--- config.mk ---
export PLATFORM = sky130hd
export DESIGN_NAME = sram_axi_bridge_flat
export DESIGN_NICKNAME = d
export VERILOG_FILES = /design/src/rtl/sram_axi_bridge_if.sv /design/src/rtl/sram_axi_bridge.sv /design/src/flat_wrapper.sv
export SDC_FILE = /design/constraint.sdc
export NUM_CORES = 1
export LEC_CHECK = 0
export BUFFER_PORTS_ARGS = -buffer_cell sky130_fd_sc_hd__buf_2
export CAP_MARGIN = 20
export CORE_AREA = 2 2 163 165
export CTS_CLUSTER_DIAMETER = 120
export DETAILED_ROUTE_END_ITERATION = 8
export DIE_AREA = 0 0 165 167
export MAX_ROUTING_LAYER = met4
export PLACE_DENSITY_LB_ADDON = 0.08
export SLEW_MARGIN = 10
export SYNTH_ARGS = -nofsm -noshare
export SYNTH_HDL_FRONTEND = slang
export SYNTH_SLANG_ARGS = --single-unit
--- constraint.sdc ---
create_clock -name clk -period 3.4 [get_ports clk]
set_input_delay 0.51 -clock clk [delete_from_list [all_inputs] [get_ports clk]]
set_output_delay 0.51 -clock clk [all_outputs]
set_load 0.05 [all_outputs]
--- src/rtl/sram_axi_bridge_if.sv ---
// Single-beat AXI3/AXI4 master bus carried between the sram bridge and the interconnect.
// The master modport is the bridge side; the slave modport is the interconnect side.
interface sram_axi_bridge_if;
    logic [3:0]  arid;
    logic [31:0] araddr;
    logic [7:0]  arlen;
    logic [2:0]  arsize;
    logic [1:0]  arburst;
    logic [1:0]  arlock;
    logic [3:0]  arcache;
    logic [2:0]  arprot;
    logic        arvalid;
    logic        arready;

    logic [3:0]  rid;
    logic [31:0] rdata;
    logic [1:0]  rresp;
    logic        rlast;
    logic        rvalid;
    logic        rready;

    logic [3:0]  awid;
    logic [31:0] awaddr;
    logic [7:0]  awlen;
    logic [2:0]  awsize;
    logic [1:0]  awburst;
    logic [1:0]  awlock;
    logic [3:0]  awcache;
    logic [2:0]  awprot;
    logic        awvalid;
    logic        awready;

    logic [3:0]  wid;
    logic [31:0] wdata;
    logic [3:0]  wstrb;
    logic        wlast;
    logic        wvalid;
    logic        wready;

    logic [3:0]  bid;
    logic [1:0]  bresp;
    logic        bvalid;
    logic        bready;

    modport master (
        output arid, araddr, arlen, arsize, arburst, arlock, arcache, arprot, arvalid,
        input  arready,
        input  rid, rdata, rresp, rlast, rvalid,
        output rready,
        output awid, awaddr, awlen, awsize, awburst, awlock, awcache, awprot, awvalid,
        input  awready,
        output wid, wdata, wstrb, wlast, wvalid,
        input  wready,
        input  bid, bresp, bvalid,
        output bready
    );

    modport slave (
        input  arid, araddr, arlen, arsize, arburst, arlock, arcache, arprot, arvalid,
        output arready,
        output rid, rdata, rresp, rlast, rvalid,
        input  rready,
        input  awid, awaddr, awlen, awsize, awburst, awlock, awcache, awprot, awvalid,
        output awready,
        input  wid, wdata, wstrb, wlast, wvalid,
        output wready,
        output bid, bresp, bvalid,
        input  bready
    );
endinterface

--- src/rtl/sram_axi_bridge.sv ---
// Bridges the core's instruction and data sram-like ports onto one AXI master port.
// One read and one write may be outstanding; every burst is a single beat.
module sram_axi_bridge #(
    parameter logic [3:0] RD_ID_INST = 4'd0,
    parameter logic [3:0] RD_ID_DATA = 4'd1,
    parameter logic [3:0] WR_ID      = 4'd1
) (
    input  logic        clk,
    input  logic        resetn,

    input  logic        inst_sram_req,
    input  logic        inst_sram_wr,
    input  logic [1:0]  inst_sram_size,
    input  logic [31:0] inst_sram_addr,
    input  logic [3:0]  inst_sram_wstrb,
    input  logic [31:0] inst_sram_wdata,
    output logic        inst_sram_addr_ok,
    output logic        inst_sram_data_ok,
    output logic [31:0] inst_sram_rdata,

    input  logic        data_sram_req,
    input  logic        data_sram_wr,
    input  logic [1:0]  data_sram_size,
    input  logic [31:0] data_sram_addr,
    input  logic [3:0]  data_sram_wstrb,
    input  logic [31:0] data_sram_wdata,
    output logic        data_sram_addr_ok,
    output logic        data_sram_data_ok,
    output logic [31:0] data_sram_rdata,

    sram_axi_bridge_if.master axi
);
    typedef enum logic [1:0] {RIdle, RAddr, RData, RResp} rd_state_e;
    typedef enum logic [1:0] {WIdle, WSend, WResp, WDone} wr_state_e;

    rd_state_e   rd_state_q, rd_state_d;
    wr_state_e   wr_state_q, wr_state_d;

    logic        rd_is_data_q;
    logic [31:0] rd_addr_q;
    logic [1:0]  rd_size_q;
    logic [31:0] rdata_q;
    logic [31:0] wr_addr_q;
    logic [1:0]  wr_size_q;
    logic [3:0]  wr_strb_q;
    logic [31:0] wr_data_q;
    logic        aw_done_q, w_done_q;

    logic rd_idle, wr_idle, data_rd_in_flight;
    logic data_rd_acc, data_wr_acc, inst_rd_acc;
    logic aw_hs, w_hs;

    // Holding a single data transaction at a time keeps data_ok in request order.
    always_comb begin
        rd_idle           = (rd_state_q == RIdle);
        wr_idle           = (wr_state_q == WIdle);
        data_rd_in_flight = !rd_idle && rd_is_data_q;
        data_rd_acc       = resetn && rd_idle && wr_idle && data_sram_req && !data_sram_wr;
        data_wr_acc       = resetn && wr_idle && !data_rd_in_flight && !data_rd_acc
                            && data_sram_req && data_sram_wr;
        inst_rd_acc       = resetn && rd_idle && inst_sram_req && !data_rd_acc;
        aw_hs             = (wr_state_q == WSend) && !aw_done_q && axi.awready;
        w_hs              = (wr_state_q == WSend) && !w_done_q && axi.wready;
    end

    always_ff @(posedge clk or negedge resetn) begin
        if (!resetn) begin
            rd_state_q <= RIdle;
            wr_state_q <= WIdle;
        end else begin
            rd_state_q <= rd_state_d;
            wr_state_q <= wr_state_d;
        end
    end

    always_comb begin
        rd_state_d = rd_state_q;
        unique case (rd_state_q)
            RIdle: if (data_rd_acc || inst_rd_acc) rd_state_d = RAddr;
            RAddr: if (axi.arready) rd_state_d = RData;
            RData: if (axi.rvalid) rd_state_d = RResp;
            RResp: rd_state_d = RIdle;
            default: rd_state_d = RIdle;
        endcase
    end

    always_comb begin
        wr_state_d = wr_state_q;
        unique case (wr_state_q)
            WIdle: if (data_wr_acc) wr_state_d = WSend;
            WSend: if ((aw_done_q || aw_hs) && (w_done_q || w_hs)) wr_state_d = WResp;
            WResp: if (axi.bvalid) wr_state_d = WDone;
            WDone: wr_state_d = WIdle;
            default: wr_state_d = WIdle;
        endcase
    end

    always_ff @(posedge clk or negedge resetn) begin
        if (!resetn) begin
            rd_is_data_q <= 1'b0;
            rd_addr_q    <= '0;
            rd_size_q    <= '0;
            rdata_q      <= '0;
            wr_addr_q    <= '0;
            wr_size_q    <= '0;
            wr_strb_q    <= '0;
            wr_data_q    <= '0;
            aw_done_q    <= 1'b0;
            w_done_q     <= 1'b0;
        end else begin
            if (data_rd_acc || inst_rd_acc) begin
                rd_is_data_q <= data_rd_acc;
                rd_addr_q    <= data_rd_acc ? data_sram_addr : inst_sram_addr;
                rd_size_q    <= data_rd_acc ? data_sram_size : inst_sram_size;
            end
            if (rd_state_q == RData && axi.rvalid) rdata_q <= axi.rdata;
            if (data_wr_acc) begin
                wr_addr_q <= data_sram_addr;
                wr_size_q <= data_sram_size;
                wr_strb_q <= data_sram_wstrb;
                wr_data_q <= data_sram_wdata;
            end
            // Sticky per-channel done flags, cleared once the send phase ends.
            aw_done_q <= (wr_state_d == WSend) && (aw_done_q || aw_hs);
            w_done_q  <= (wr_state_d == WSend) && (w_done_q || w_hs);
        end
    end

    always_comb begin
        inst_sram_addr_ok = inst_rd_acc;
        data_sram_addr_ok = data_rd_acc || data_wr_acc;
        inst_sram_data_ok = (rd_state_q == RResp) && !rd_is_data_q;
        data_sram_data_ok = ((rd_state_q == RResp) && rd_is_data_q) || (wr_state_q == WDone);
        inst_sram_rdata   = rdata_q;
        data_sram_rdata   = rdata_q;

        axi.arid    = rd_is_data_q ? RD_ID_DATA : RD_ID_INST;
        axi.araddr  = rd_addr_q;
        axi.arsize  = {1'b0, rd_size_q};
        axi.arvalid = (rd_state_q == RAddr);
        axi.rready  = (rd_state_q == RData);

        axi.awid    = WR_ID;
        axi.awaddr  = wr_addr_q;
        axi.awsize  = {1'b0, wr_size_q};
        axi.awvalid = (wr_state_q == WSend) && !aw_done_q;
        axi.wid     = WR_ID;
        axi.wdata   = wr_data_q;
        axi.wstrb   = wr_strb_q;
        axi.wlast   = 1'b1;
        axi.wvalid  = (wr_state_q == WSend) && !w_done_q;
        axi.bready  = (wr_state_q == WResp);

        axi.arlen   = 8'd0;
        axi.arburst = 2'b01;
        axi.arlock  = 2'b00;
        axi.arcache = 4'd0;
        axi.arprot  = 3'd0;
        axi.awlen   = 8'd0;
        axi.awburst = 2'b01;
        axi.awlock  = 2'b00;
        axi.awcache = 4'd0;
        axi.awprot  = 3'd0;
    end

    // Responses' id/resp/last and the instruction port's write fields carry no information here.
    logic unused_ok;
    assign unused_ok = ^{inst_sram_wr, inst_sram_wstrb, inst_sram_wdata,
                         axi.rid, axi.rresp, axi.rlast, axi.bid, axi.bresp};
endmodule

--- src/flat_wrapper.sv ---
// flat-port wrapper written by rule: the top's interface ports become plain ports
module sram_axi_bridge_flat 
#(
    parameter logic [3:0] RD_ID_INST = 4'd0,
    parameter logic [3:0] RD_ID_DATA = 4'd1,
    parameter logic [3:0] WR_ID      = 4'd1
)
  (clk, resetn, inst_sram_req, inst_sram_wr, inst_sram_size, inst_sram_addr, inst_sram_wstrb, inst_sram_wdata, inst_sram_addr_ok, inst_sram_data_ok, inst_sram_rdata, data_sram_req, data_sram_wr, data_sram_size, data_sram_addr, data_sram_wstrb, data_sram_wdata, data_sram_addr_ok, data_sram_data_ok, data_sram_rdata, axi_arid, axi_araddr, axi_arlen, axi_arsize, axi_arburst, axi_arlock, axi_arcache, axi_arprot, axi_arvalid, axi_arready, axi_rid, axi_rdata, axi_rresp, axi_rlast, axi_rvalid, axi_rready, axi_awid, axi_awaddr, axi_awlen, axi_awsize, axi_awburst, axi_awlock, axi_awcache, axi_awprot, axi_awvalid, axi_awready, axi_wid, axi_wdata, axi_wstrb, axi_wlast, axi_wvalid, axi_wready, axi_bid, axi_bresp, axi_bvalid, axi_bready);
  sram_axi_bridge_if axi_i ();
  input  logic clk;
  input  logic resetn;
  input  logic inst_sram_req;
  input  logic inst_sram_wr;
  input  logic [1:0] inst_sram_size;
  input  logic [31:0] inst_sram_addr;
  input  logic [3:0] inst_sram_wstrb;
  input  logic [31:0] inst_sram_wdata;
  output logic inst_sram_addr_ok;
  output logic inst_sram_data_ok;
  output logic [31:0] inst_sram_rdata;
  input  logic data_sram_req;
  input  logic data_sram_wr;
  input  logic [1:0] data_sram_size;
  input  logic [31:0] data_sram_addr;
  input  logic [3:0] data_sram_wstrb;
  input  logic [31:0] data_sram_wdata;
  output logic data_sram_addr_ok;
  output logic data_sram_data_ok;
  output logic [31:0] data_sram_rdata;
  output wire logic [$bits(axi_i.arid)-1:0] axi_arid;
  output wire logic [$bits(axi_i.araddr)-1:0] axi_araddr;
  output wire logic [$bits(axi_i.arlen)-1:0] axi_arlen;
  output wire logic [$bits(axi_i.arsize)-1:0] axi_arsize;
  output wire logic [$bits(axi_i.arburst)-1:0] axi_arburst;
  output wire logic [$bits(axi_i.arlock)-1:0] axi_arlock;
  output wire logic [$bits(axi_i.arcache)-1:0] axi_arcache;
  output wire logic [$bits(axi_i.arprot)-1:0] axi_arprot;
  output wire logic [$bits(axi_i.arvalid)-1:0] axi_arvalid;
  input wire logic [$bits(axi_i.arready)-1:0] axi_arready;
  input wire logic [$bits(axi_i.rid)-1:0] axi_rid;
  input wire logic [$bits(axi_i.rdata)-1:0] axi_rdata;
  input wire logic [$bits(axi_i.rresp)-1:0] axi_rresp;
  input wire logic [$bits(axi_i.rlast)-1:0] axi_rlast;
  input wire logic [$bits(axi_i.rvalid)-1:0] axi_rvalid;
  output wire logic [$bits(axi_i.rready)-1:0] axi_rready;
  output wire logic [$bits(axi_i.awid)-1:0] axi_awid;
  output wire logic [$bits(axi_i.awaddr)-1:0] axi_awaddr;
  output wire logic [$bits(axi_i.awlen)-1:0] axi_awlen;
  output wire logic [$bits(axi_i.awsize)-1:0] axi_awsize;
  output wire logic [$bits(axi_i.awburst)-1:0] axi_awburst;
  output wire logic [$bits(axi_i.awlock)-1:0] axi_awlock;
  output wire logic [$bits(axi_i.awcache)-1:0] axi_awcache;
  output wire logic [$bits(axi_i.awprot)-1:0] axi_awprot;
  output wire logic [$bits(axi_i.awvalid)-1:0] axi_awvalid;
  input wire logic [$bits(axi_i.awready)-1:0] axi_awready;
  output wire logic [$bits(axi_i.wid)-1:0] axi_wid;
  output wire logic [$bits(axi_i.wdata)-1:0] axi_wdata;
  output wire logic [$bits(axi_i.wstrb)-1:0] axi_wstrb;
  output wire logic [$bits(axi_i.wlast)-1:0] axi_wlast;
  output wire logic [$bits(axi_i.wvalid)-1:0] axi_wvalid;
  input wire logic [$bits(axi_i.wready)-1:0] axi_wready;
  input wire logic [$bits(axi_i.bid)-1:0] axi_bid;
  input wire logic [$bits(axi_i.bresp)-1:0] axi_bresp;
  input wire logic [$bits(axi_i.bvalid)-1:0] axi_bvalid;
  output wire logic [$bits(axi_i.bready)-1:0] axi_bready;
  assign axi_arid = axi_i.arid;
  assign axi_araddr = axi_i.araddr;
  assign axi_arlen = axi_i.arlen;
  assign axi_arsize = axi_i.arsize;
  assign axi_arburst = axi_i.arburst;
  assign axi_arlock = axi_i.arlock;
  assign axi_arcache = axi_i.arcache;
  assign axi_arprot = axi_i.arprot;
  assign axi_arvalid = axi_i.arvalid;
  assign axi_i.arready = axi_arready;
  assign axi_i.rid = axi_rid;
  assign axi_i.rdata = axi_rdata;
  assign axi_i.rresp = axi_rresp;
  assign axi_i.rlast = axi_rlast;
  assign axi_i.rvalid = axi_rvalid;
  assign axi_rready = axi_i.rready;
  assign axi_awid = axi_i.awid;
  assign axi_awaddr = axi_i.awaddr;
  assign axi_awlen = axi_i.awlen;
  assign axi_awsize = axi_i.awsize;
  assign axi_awburst = axi_i.awburst;
  assign axi_awlock = axi_i.awlock;
  assign axi_awcache = axi_i.awcache;
  assign axi_awprot = axi_i.awprot;
  assign axi_awvalid = axi_i.awvalid;
  assign axi_i.awready = axi_awready;
  assign axi_wid = axi_i.wid;
  assign axi_wdata = axi_i.wdata;
  assign axi_wstrb = axi_i.wstrb;
  assign axi_wlast = axi_i.wlast;
  assign axi_wvalid = axi_i.wvalid;
  assign axi_i.wready = axi_wready;
  assign axi_i.bid = axi_bid;
  assign axi_i.bresp = axi_bresp;
  assign axi_i.bvalid = axi_bvalid;
  assign axi_bready = axi_i.bready;
  sram_axi_bridge #(.RD_ID_INST(RD_ID_INST), .RD_ID_DATA(RD_ID_DATA), .WR_ID(WR_ID)) u_core (.clk(clk), .resetn(resetn), .inst_sram_req(inst_sram_req), .inst_sram_wr(inst_sram_wr), .inst_sram_size(inst_sram_size), .inst_sram_addr(inst_sram_addr), .inst_sram_wstrb(inst_sram_wstrb), .inst_sram_wdata(inst_sram_wdata), .inst_sram_addr_ok(inst_sram_addr_ok), .inst_sram_data_ok(inst_sram_data_ok), .inst_sram_rdata(inst_sram_rdata), .data_sram_req(data_sram_req), .data_sram_wr(data_sram_wr), .data_sram_size(data_sram_size), .data_sram_addr(data_sram_addr), .data_sram_wstrb(data_sram_wstrb), .data_sram_wdata(data_sram_wdata), .data_sram_addr_ok(data_sram_addr_ok), .data_sram_data_ok(data_sram_data_ok), .data_sram_rdata(data_sram_rdata), .axi(axi_i));
endmodule
Word-level counts from Yosys, hierarchy flattened

Cells that the tools add are included.

Flip-flop bits (word level): 143
Output and inout port bits: 230
Logic and storage cells: 70

Multiplexer cells: 11
Equal/unequal tests: 10
Reduce and logical (&&, ||, !) cells: 37

Operators by type and width:

| cell               | number |
|---|---|
| $mux 32            | 1 |
| $logic_and 1x1->1  | 22 |
| $pmux 2 s4         | 2 |
| $mux 2             | 7 |
| $eq 2x2->1 const B | 4 |
| $logic_not 1->1    | 7 |
| $eq 2x1->1 const B | 3 |
| $logic_or 1x1->1   | 5 |
| $logic_not 2->1    | 2 |
| $ne 2x2->1 const B | 2 |
| $reduce_and 3->1   | 1 |
| $ne 2x1->1 const B | 1 |
| $mux 1             | 1 |

Longest topological paths before layout

Gate-level depths: netlist (run 1).

Depth after elaboration: 13
Gate-level depth with buffers: 7

Worst setup path after synthesis (run 1)

No wires, ideal clock.

Path type: input-to-output
Start point: input port resetn
End point: output port inst_sram_addr_ok
Stages: 5
Required time: 2890 ps
Buffers on the path: 2
Setup slack: 1011 ps
Arrival: 1879 ps
Cell sequence: and4bb_2 and3b_1 buf_6 buf_2 nor2_1

Longest elaborated chain between the ends: 6
Elaborated cells between the ends (all ways): 7

Ends and longest elaborated chain:

| what                           | RTL line                                     | source |
|---|---|---|
| from (decl)                    | flat_wrapper.sv:11                           | `input logic resetn;` |
| $logic_and 1x1->1 *            | sram_axi_bridge.sv:58, sram_axi_bridge.sv:61 |  |
| $logic_and 1x1->1 (3 in a row) | sram_axi_bridge.sv:58                        | `data_rd_acc = resetn && rd_idle && wr_idle && data_sram_req && !data_sram_wr;` |
| $logic_not 1->1                | sram_axi_bridge.sv:61                        | `inst_rd_acc = resetn && rd_idle && inst_sram_req && !data_rd_acc;` |
| $logic_and 1x1->1 *            | sram_axi_bridge.sv:61                        |  |
| to (decl)                      | flat_wrapper.sv:18                           | `output logic inst_sram_addr_ok;` |

Mark *: on every way between the ends. The rest lies on a longest branch, timed or not.

Worst setup path in the final report (run 1)

Start point: register u_core.rd_state_q[0]
End point: output port inst_sram_addr_ok

Longest elaborated chain between the ends: 7
Elaborated cells between the ends (all ways): 8

Ends and longest elaborated chain:

| what                           | RTL line                                     | source |
|---|---|---|
| from (decl)                    | sram_axi_bridge.sv:36                        | `rd_state_e rd_state_q, rd_state_d;` |
| from (signal assigned)         | sram_axi_bridge.sv:68                        | `rd_state_q <= RIdle;` |
| from (signal assigned)         | sram_axi_bridge.sv:71                        | `rd_state_q <= rd_state_d;` |
| $logic_not 2->1 *              | sram_axi_bridge.sv:55                        | `rd_idle = (rd_state_q == RIdle);` |
| $logic_and 1x1->1 *            | sram_axi_bridge.sv:58, sram_axi_bridge.sv:61 |  |
| $logic_and 1x1->1 (3 in a row) | sram_axi_bridge.sv:58                        |  |
| $logic_not 1->1                | sram_axi_bridge.sv:61                        |  |
| $logic_and 1x1->1 *            | sram_axi_bridge.sv:61                        |  |

Marks and branches as above.

==> impl_metrics.ini, run 1 <==
[setup_path]
ff2ff_setup_slack_ps = 1050
r2r_end = u_core.axi.wdata[27]
endpoint_kind = primary output
start_kind = flip-flop
crit_chain = inv_1, ha_1, and3b_2, nor2_1, buf_2
arrival_ps = 1880
crit_family = simple AND/OR/NAND/NOR gates
crit_fanout = 5
reg2reg_from = u_core.rd_state_q[0]
max_stage_delay_ps = 380
crit_buf_inv = 2
crit_type = flip-flop to primary output
crit_slowest_cell = dfrtp_1
worst-endpoint-required_ps = 2890
rr_worst_depth = 6

[place]
globalplace.congestion = 0.7407
post-place-ws_ps = 903.0
port_buffers = 323
hpwlAfterDp_um = 12970

[worst_hold_path]
hp-start = axi_bvalid
whs_path_depth = 3
hold_end = u_core.wr_state_q[0]
hold_path_class = input pin to flip-flop

[global_routing]
overflow = 0
antenna_found_initial = 2
track_usage_pct = 13.17
grt_pass1_wl_um = 26930
grt_max_degree = 74
first_global_vias = 4934

[clocking]
cts_root_buf = clkbuf_16
cts_made_buffers = 17
ctsResizeCount = 0
cts_sinks = 143
post_cts_buffers = 0
cts_tree = yes
clk_latency_ps = 420
holdBufCountCts = 0
clk_pin_slew_ps = 70
clock_path_buffers = 2
h-tree-depth = 4

[timing]
relSlewSlack_pct = 35.36
finalHoldViolCount = 0
setup_viol = 0
worst_slack_ps = 1012
fin_skew_ps = 11.87
rsz0062_at_grt = false
finalCritPeriodShare_pct = 70.24
whs_ps = 285.3
period_needed_ps = 2388
tightest_slew_ps = 969.5
finalSetupTns_ps = 0
clock.fmax_mhz = 418.7
drv_slew = 0

[floorplan]
core-area_sq_um = 25760
die_width_um = 165
die_area_sq_um = 27560
rows = 59
die_h_um = 167
ioPinCount = 426
start_util_pct = 24.91

[detailed_routing]
drc_errors = 0
ant_nets = 0
routed_wl_um = 17380
viasPerCell = 4.033
firstDrtPassIters = 4
drt_iter0_drc = 121
num_vias = 4594
wl_per_cell_um = 15.26

[synthesis]
synth_cells = 496
yosysWarnings = 0
syn_avg_cell_area_sq_um = 12.94
synth_edf_count = 0
synth_cell_types = 30
synth_simple_gate_area_share_pct = 3.821
synthMostInstantiatedCell = dfrtp_1
synth_top_family_by_area = multiplexers
yosysSeqAreaShare_pct = 55.76
synth_ff_type = dfrtp_1
synthTopCellsByCount = dfrtp_1 (143), buf_4 (85), mux2_1 (70)
ys_ff_latch = 143
async_flop_share_pct = 100.0
muxShareOfSynthArea_pct = 23.59
synth-xor-area-share_pct = 0
syn_area_sq_um = 6417
yosysTopAreaCell = dfrtp_1
ys_top_cells_by_area = dfrtp_1 (56%), mux2_1 (12%), buf_4 (9.9%)
synth_compound_area_share_pct = 3.919
synth_fa_ha_area_share_pct = 0.9748
synth_top_area_share_pct = 55.76

[final_layout]
final_nets = 990
drive_gt1_share_pct = 49.88
area_growth_pct = 34.35

[flow_run]
drv_cap = 0

[outcome]
status = completed
[sequential cells by signal, indices dropped and copies added, names as in the netlist]
name and cells:
u_core.rd_size_q 2, u_core.axi.wstrb 4, u_core.axi.wdata 32, u_core.wr_size_q 2
u_core.w_done_q 1, u_core.rd_state_q 2, u_core.data_sram_rdata 32, u_core.aw_done_q 1
u_core.wr_state_q 2, u_core.axi.awaddr 32, u_core.axi.araddr 32, u_core.rd_is_data_q 1
[cell usage in the layout (no fill, tap or decap), drive strengths merged]
cell type	netlist	final
o21a	1	1
ha	5	5
a21o	1	1
o221ai	1	1
nand2b	3	3
clkinv	0	1
o21ai	34	34
mux2i	35	35
inv	3	8
and4bb	1	1
mux2	103	103
nand3	2	2
a21oi	2	2
nor2	6	6
buf	104	331
dfrtp	143	143
clkbuf	3	19
a22o	1	1
and3b	1	1
o21bai	1	1
clkinvlp	0	3
diode	0	2
nand2	38	38
o22ai	1	1
a21boi	1	1
bufinv	0	4
conb	2	52
nor2b	4	4
[cells by family after synthesis]
| group | Yosys count |
|---|---|
| flip-flops | 143 |
| multiplexers | 138 |
| buffers and inverters | 110 |
| AND/OR/NAND/NOR | 55 |
| AO/OA/AOI/OAI | 43 |
| adder cells (fa/ha/maj) | 5 |
| other | 2 |
[per-layer routing]
metal  up-vias  share of wire [%]  global-route usage [%]  wire length [um]
met2       219                 51                   22.66              8925
li1       2136                  -                       -                 -
met3        16                8.7                   4.707              1507
met4         0                1.2                   3.819               204
met1      2223                 39                   14.16              6744
met5         -                  0                       -                 0
[worst reg2reg max path: stages, from the launching register on]
cell and delay, ps:
dfrtp_1 400, inv_1 130, ha_1 300, nand2b_1 190, nand3_4 400, buf_4 450
mux2_1 370
[worst max-delay path by stage]
stage | to | slack (ps) | startpoint | cells after the start
after floorplan | inst_sram_addr_ok | 1010 | resetn | 5
after global placement | u_core.axi.awaddr[31] | 990 | resetn | 3
after detailed placement | u_core.axi.awaddr[3] | 900 | resetn | 3
after CTS | inst_sram_addr_ok | 970 | u_core.rd_state_q[0] | 5
after global routing | u_core.aw_done_q | 870 | u_core.rd_state_q[1] | 7
final | inst_sram_addr_ok | 1010 | u_core.rd_state_q[0] | 5
[per-stage QoR]
step                instances  util, %  area, sq um
floorplan                 546        -         6605
global route             1139    33.47         8622
global placement         1105    30.95         7974
CTS                      1137    33.45         8617
finish                   1139    33.47         8622
detailed placement       1105    30.95         7974
[final cells by class]
| class | instances | area (sq um) |
|---|---|---|
| Clock buffer | 19 | 442.9 |
| Inverter | 3 | 11.26 |
| Tap cell | 335 | 419.2 |
| Fill cell | 2654 | 17140 |
| Timing Repair Buffer | 331 | 1683 |
| Multi-Input combinational cell | 293 | 2282 |
| Antenna cell | 2 | 5.005 |
| Sequential cell | 143 | 3578 |
| Clock inverter | 13 | 200.2 |
Power of run 1 is not shown: default switching activity piles up to over one toggle a cycle in this logic, so the estimate is an artifact.
==> run 2, diff against run 1 <==
Clock period 3.4 ns to 2.1 ns, I/O delays scaled along.
==> run 2 against run 1 <==
Via count is 1.8% lower. Critical path type unchanged. Register-to-register slack worse by 740 ps. Count of clock-buffer cells in the layout is 1 lower. Setup slack worse by 900 ps. Die area stayed put. Core utilization is 0.27 points higher. Non-clock buffer count is 4 higher. Sequential share of layout area is 0.33 points lower. Critical path depth is 1 lower. Final cell count is 0.18% higher.
==> impl_metrics.ini, run 2 (synthesized netlist as in run 1, its figures left out) <==
[final_layout]
regArea_sq_um = 3578
post-route-util_pct = 33.73
area_growth_pct = 35.43
multiInputGateArea_sq_um = 2295
diodes = 0
final_common_cell = buf_2
final_nets = 994
layout_common_cells = buf_2 (321), dfrtp_1 (143), mux2_1 (70)
drive_gt1_share_pct = 50.50
fillers = 2640

[global_routing]
grt_max_degree = 144
first_global_vias = 4606
track_usage_pct = 12.81
overflow = 0
grt_pass1_wl_um = 26030
antenna_found_initial = 0

[floorplan]
die_width_um = 165
rows = 59
start_util_pct = 24.91
die_area_sq_um = 27560
die_h_um = 167
core-area_sq_um = 25760
ioPinCount = 426

[detailed_routing]
ant_nets = 0
drc_errors = 0
viasPerCell = 3.955
wl_per_cell_um = 15.19
num_vias = 4513
firstDrtPassIters = 4
routed_wl_um = 17330
drt_iter0_drc = 123

[setup_path]
r2r_end = u_core.wr_state_q[0]
start_kind = flip-flop
crit_family = simple AND/OR/NAND/NOR gates
crit_fanout = 5
ff2ff_setup_slack_ps = 310
reg2reg_from = u_core.rd_state_q[0]
arrival_ps = 1670
worst-endpoint-required_ps = 1780
crit_buf_inv = 1
rr_worst_depth = 7
crit_type = flip-flop to primary output
endpoint_kind = primary output
max_stage_delay_ps = 420
crit_chain = and4bb_2, and3b_2, nor2_2, buf_6
crit_slowest_cell = dfrtp_1

[clocking]
h-tree-depth = 4
clk_pin_slew_ps = 60
clock_path_buffers = 2
cts_made_buffers = 17
cts_root_buf = clkbuf_16
cts_sinks = 143
cts_tree = yes
clk_latency_ps = 420

[timing]
period_needed_ps = 1985
drv_slew = 0
finalHoldViolCount = 0
finalCritPeriodShare_pct = 94.51
clock.fmax_mhz = 503.8
relSlewSlack_pct = 45.97
fin_skew_ps = 10.17
finalSetupTns_ps = 0
setup_viol = 0
worst_slack_ps = 115.2
rsz0062_at_grt = false
tightest_slew_ps = 810.4

[flow_run]
drv_cap = 0

[place]
globalplace.congestion = 0.7541
hpwlAfterDp_um = 12710
post-place-ws_ps = 204.0
port_buffers = 323

[worst_hold_path]
hold_path_class = input pin to async pin

[outcome]
status = completed
[run 2: cell types whose count changed in the layout (fill, tap and decap cells not counted), moves of 2 or more]
| cell | previous run | this run |
|---|---|---|
| bufinv_16 | 4 | 2 |
| inv_6 | 3 | 5 |
| diode_2 | 2 | 0 |
| clkinv_2 | 0 | 2 |
| inv_8 | 2 | 0 |
| buf_12 | 0 | 6 |
| buf_4 | 8 | 6 |
[run 2: through the flow]
step                      hold slack (ps)  cell area, sq um  std cells
after detailed placement            476.1              8051       1105
after CTS                           74.35              8661       1138
final                               16.84              8691       1141
after global routing                71.06              8691       1141
after floorplan                     19.41              6608        546
after global placement              469.7              8051       1105
[run 2: layer usage]
| metal | track usage (%) | vias up | part of all wire [%] |
|---|---|---|---|
| met5 | - | - | 0 |
| met4 | 4.121 | 0 | 1.5 |
| li1 | - | 2143 | - |
| met1 | 14.53 | 2145 | 41 |
| met2 | 20.91 | 206 | 50 |
| met3 | 4.658 | 19 | 8.3 |
[run 2: how the worst max path moves through the flow]
stage / from / depth (start not counted) / slack (ps) / to
floorplan: u_core.rd_state_q[0] / 6 / 190 / inst_sram_addr_ok
global placement: u_core.rd_state_q[0] / 7 / 270 / u_core.wr_state_q[0]
detailed placement: u_core.rd_state_q[0] / 7 / 200 / u_core.wr_state_q[0]
CTS: u_core.rd_state_q[0] / 5 / 40 / inst_sram_addr_ok
global route: u_core.wr_state_q[0] / 4 / 20 / inst_sram_addr_ok
finish: u_core.wr_state_q[0] / 4 / 120 / inst_sram_addr_ok
[run 2: cell type report]
type	count	share of cell area, %
tap	335	4.823
sequential	143	41.17
multi-input combinational	293	26.40
clock inverter	14	1.771
inverter	3	0.1296
clock buffer	18	5.053
timing repair buffer	335	20.64
[run 2: repair_timing]
action	CTS	global route
endpoints found under the setup margin	1	1
hold buffers	0	0
pin swaps	1	0
resized for setup	3	1
buffers inserted	1	3
cloned	0	0
[run 2: worst reg2reg max path, stage by stage, from the launching register on]
cell,delay [ps]
dfrtp_1,340
inv_1,90
ha_2,240
nand2b_1,190
nand3_4,140
buf_12,210
a21boi_0,350
nand2_1,100
Power of run 2 is left out for the same reason.
==> run 3, diff against run 2 <==
Settings changed: ABC_AREA from default to 1, CORE_AREA 2 2 163 165 to 2 2 166 168, CTS_CLUSTER_SIZE from default to 28, DIE_AREA 0 0 165 167 to 0 0 168 170.
==> run 3 against run 2 <==
Synthesized cell count is 34% higher. Wire length is 11% higher. First-iteration DRC count is 37% higher. Setup slack better by 35 ps. Via count is 16% higher. Critical path type unchanged.
==> impl_metrics.ini, run 3 <==
[outcome]
status = completed

[final_layout]
final_nets = 1156
drive_gt1_share_pct = 42.86
layout_common_cells = buf_2 (320), dfrtp_1 (143), nand2_1 (83)
area_growth_pct = 33.07
final_common_cell = buf_2

[timing]
finalHoldViolCount = 0
period_needed_ps = 1950
setup_viol = 0
finalCritPeriodShare_pct = 92.85
relSlewSlack_pct = 59.23
clock.fmax_mhz = 512.8
rsz0062_at_grt = false
tightest_slew_ps = 611.5
fin_skew_ps = 13.24
drv_slew = 0
finalSetupTns_ps = 0

[detailed_routing]
drc_errors = 0
ant_nets = 0
num_vias = 5251
firstDrtPassIters = 4
wl_per_cell_um = 14.74
drt_iter0_drc = 168
routed_wl_um = 19310
viasPerCell = 4.008

[synthesis]
synth_ff_type = dfrtp_1
synth_cells = 666
synth_cell_types = 26
ys_top_cells_by_area = dfrtp_1 (54%), buf_4 (10%), nand3_1 (5.5%)
syn_avg_cell_area_sq_um = 9.908
synth_edf_count = 0
yosysSeqAreaShare_pct = 54.23
syn_area_sq_um = 6599
ys_ff_latch = 143
synthTopCellsByCount = dfrtp_1 (143), buf_4 (90), nand2_1 (85)
synthMostInstantiatedCell = dfrtp_1
yosysTopAreaCell = dfrtp_1
async_flop_share_pct = 100.0
yosysWarnings = 0
synth_top_area_share_pct = 54.23

[clocking]
clock_path_buffers = 2
cts_made_buffers = 17
cts_root_buf = clkbuf_16
h-tree-depth = 4
cts_tree = yes
clk_pin_slew_ps = 70
clk_latency_ps = 420
cts_sinks = 143

[place]
globalplace.congestion = 0.6992
port_buffers = 323
hpwlAfterDp_um = 14170

[setup_path]
endpoint_kind = primary output
start_kind = flip-flop
crit_type = flip-flop to primary output
crit_fanout = 4
ff2ff_setup_slack_ps = 400
worst-endpoint-required_ps = 1780
arrival_ps = 1630

[flow_run]
drv_cap = 0

[floorplan]
ioPinCount = 426
die_width_um = 168
core-area_sq_um = 26650
die_h_um = 170
rows = 60
start_util_pct = 24.76
die_area_sq_um = 28560

[global_routing]
first_global_vias = 5249
grt_pass1_wl_um = 29320
track_usage_pct = 13.76
grt_max_degree = 84
overflow = 0
antenna_found_initial = 3

[pwr]
vdd_drop_max_v = 0.0006187
p_leak_nw = 4.795
p_per_area_nw_per_um2 = 2081
power.total_mw = 18.27

[worst_hold_path]
hold_path_class = input pin to flip-flop
-- run 3: cell types whose count changed after synthesis, sizes merged, moves of 34 or more --
| cell | previous run | this run |
|---|---|---|
| nand3 | 2 | 74 |
| o21ai | 34 | 71 |
| o211ai | 0 | 34 |
| mux2i | 35 | 0 |
| inv | 3 | 83 |
| nand2 | 38 | 86 |
| mux2 | 103 | 32 |
-- run 3: what timing repair did --
item,CTS,global route
hold endpoints to repair,19,0
setup endpoints to repair,2,1
setup buffers,0,2
gates resized for setup,10,2
hold buffers,1,0
-- run 3: layer usage --
| layer | track usage [%] | wire [um] | vias to the layer above |
|---|---|---|---|
| met2 | 22.40 | 9234 | 230 |
| met1 | 16.47 | 8364 | 2394 |
| li1 | - | - | 2618 |
| met3 | 4.744 | 1541 | 9 |
| met5 | - | 0 | - |
| met4 | 3.176 | 165 | 0 |
-- run 3: path summary, 6_finish.rpt --
path | from | endpoint | cells past startpoint
worst max-delay path | u_core.rd_state_q[1] | data_sram_addr_ok | 7
worst min-delay path | data_sram_wdata[25] | u_core.axi.wdata[25] | 3
worst max register to register | u_core.rd_state_q[1] | u_core.axi.araddr[7] | 8
worst min register to register | u_core.axi.awaddr[16] | u_core.axi.awaddr[16] | 2
max in group asynchronous | resetn | u_core.axi.awaddr[0] | 4
min in group asynchronous | resetn | u_core.data_sram_rdata[27] | 3
-- run 3: layout make-up --
cell class	instances	area (sq um)
Fill cell	2809	17870
Sequential cell	143	3578
Multi-Input combinational cell	369	2074
Clock inverter	12	162.7
Inverter	84	315.3
Timing Repair Buffer	340	1787
Tap cell	341	426.7
Antenna cell	3	7.507
Clock buffer	18	429.2
-- run 3: worst max-delay path, cell delays in order (launching register included) --
cell and delay (ps):
dfrtp_1 410, inv_2 110, ha_4 160, nand2_2 80
nand2_2 90, nand3_4 110, nand2_1 100, buf_6 160
-- run 3: cells by family after synthesis --
group                      count (synthesis)  synth area share, %
adders and majority gates                  5               0.9480
buffers and inverters                    204                17.80
and+or+nand+nor                          167                11.36
DFF                                      143                54.23
AOI/OAI and AO/OA                        113                10.09
muxes                                     32                5.461
other                                      2               0.1138
-- run 3: where the power goes --
group          switching (mW)  total, mW  internal (mW)
sequential              0.717       4.78           4.06
combinational            8.06       10.4           2.32
clock                    1.25       3.12           1.87
-- run 3: stage by stage --
stage	hold slack, ps	setup WS [ps]	cell area, sq um	instances	utilization, %
after global routing	102.9	15.15	8781	1310	32.95
after detailed placement	357.7	211.8	8115	1274	30.45
after global placement	352.1	211.6	8115	1274	30.45
after CTS	99.68	25.75	8753	1305	32.85
final	121.7	150.1	8781	1310	32.95
after floorplan	19.41	138.3	6790	716	-
No activity file was read; power rests on OpenSTA's default activity.
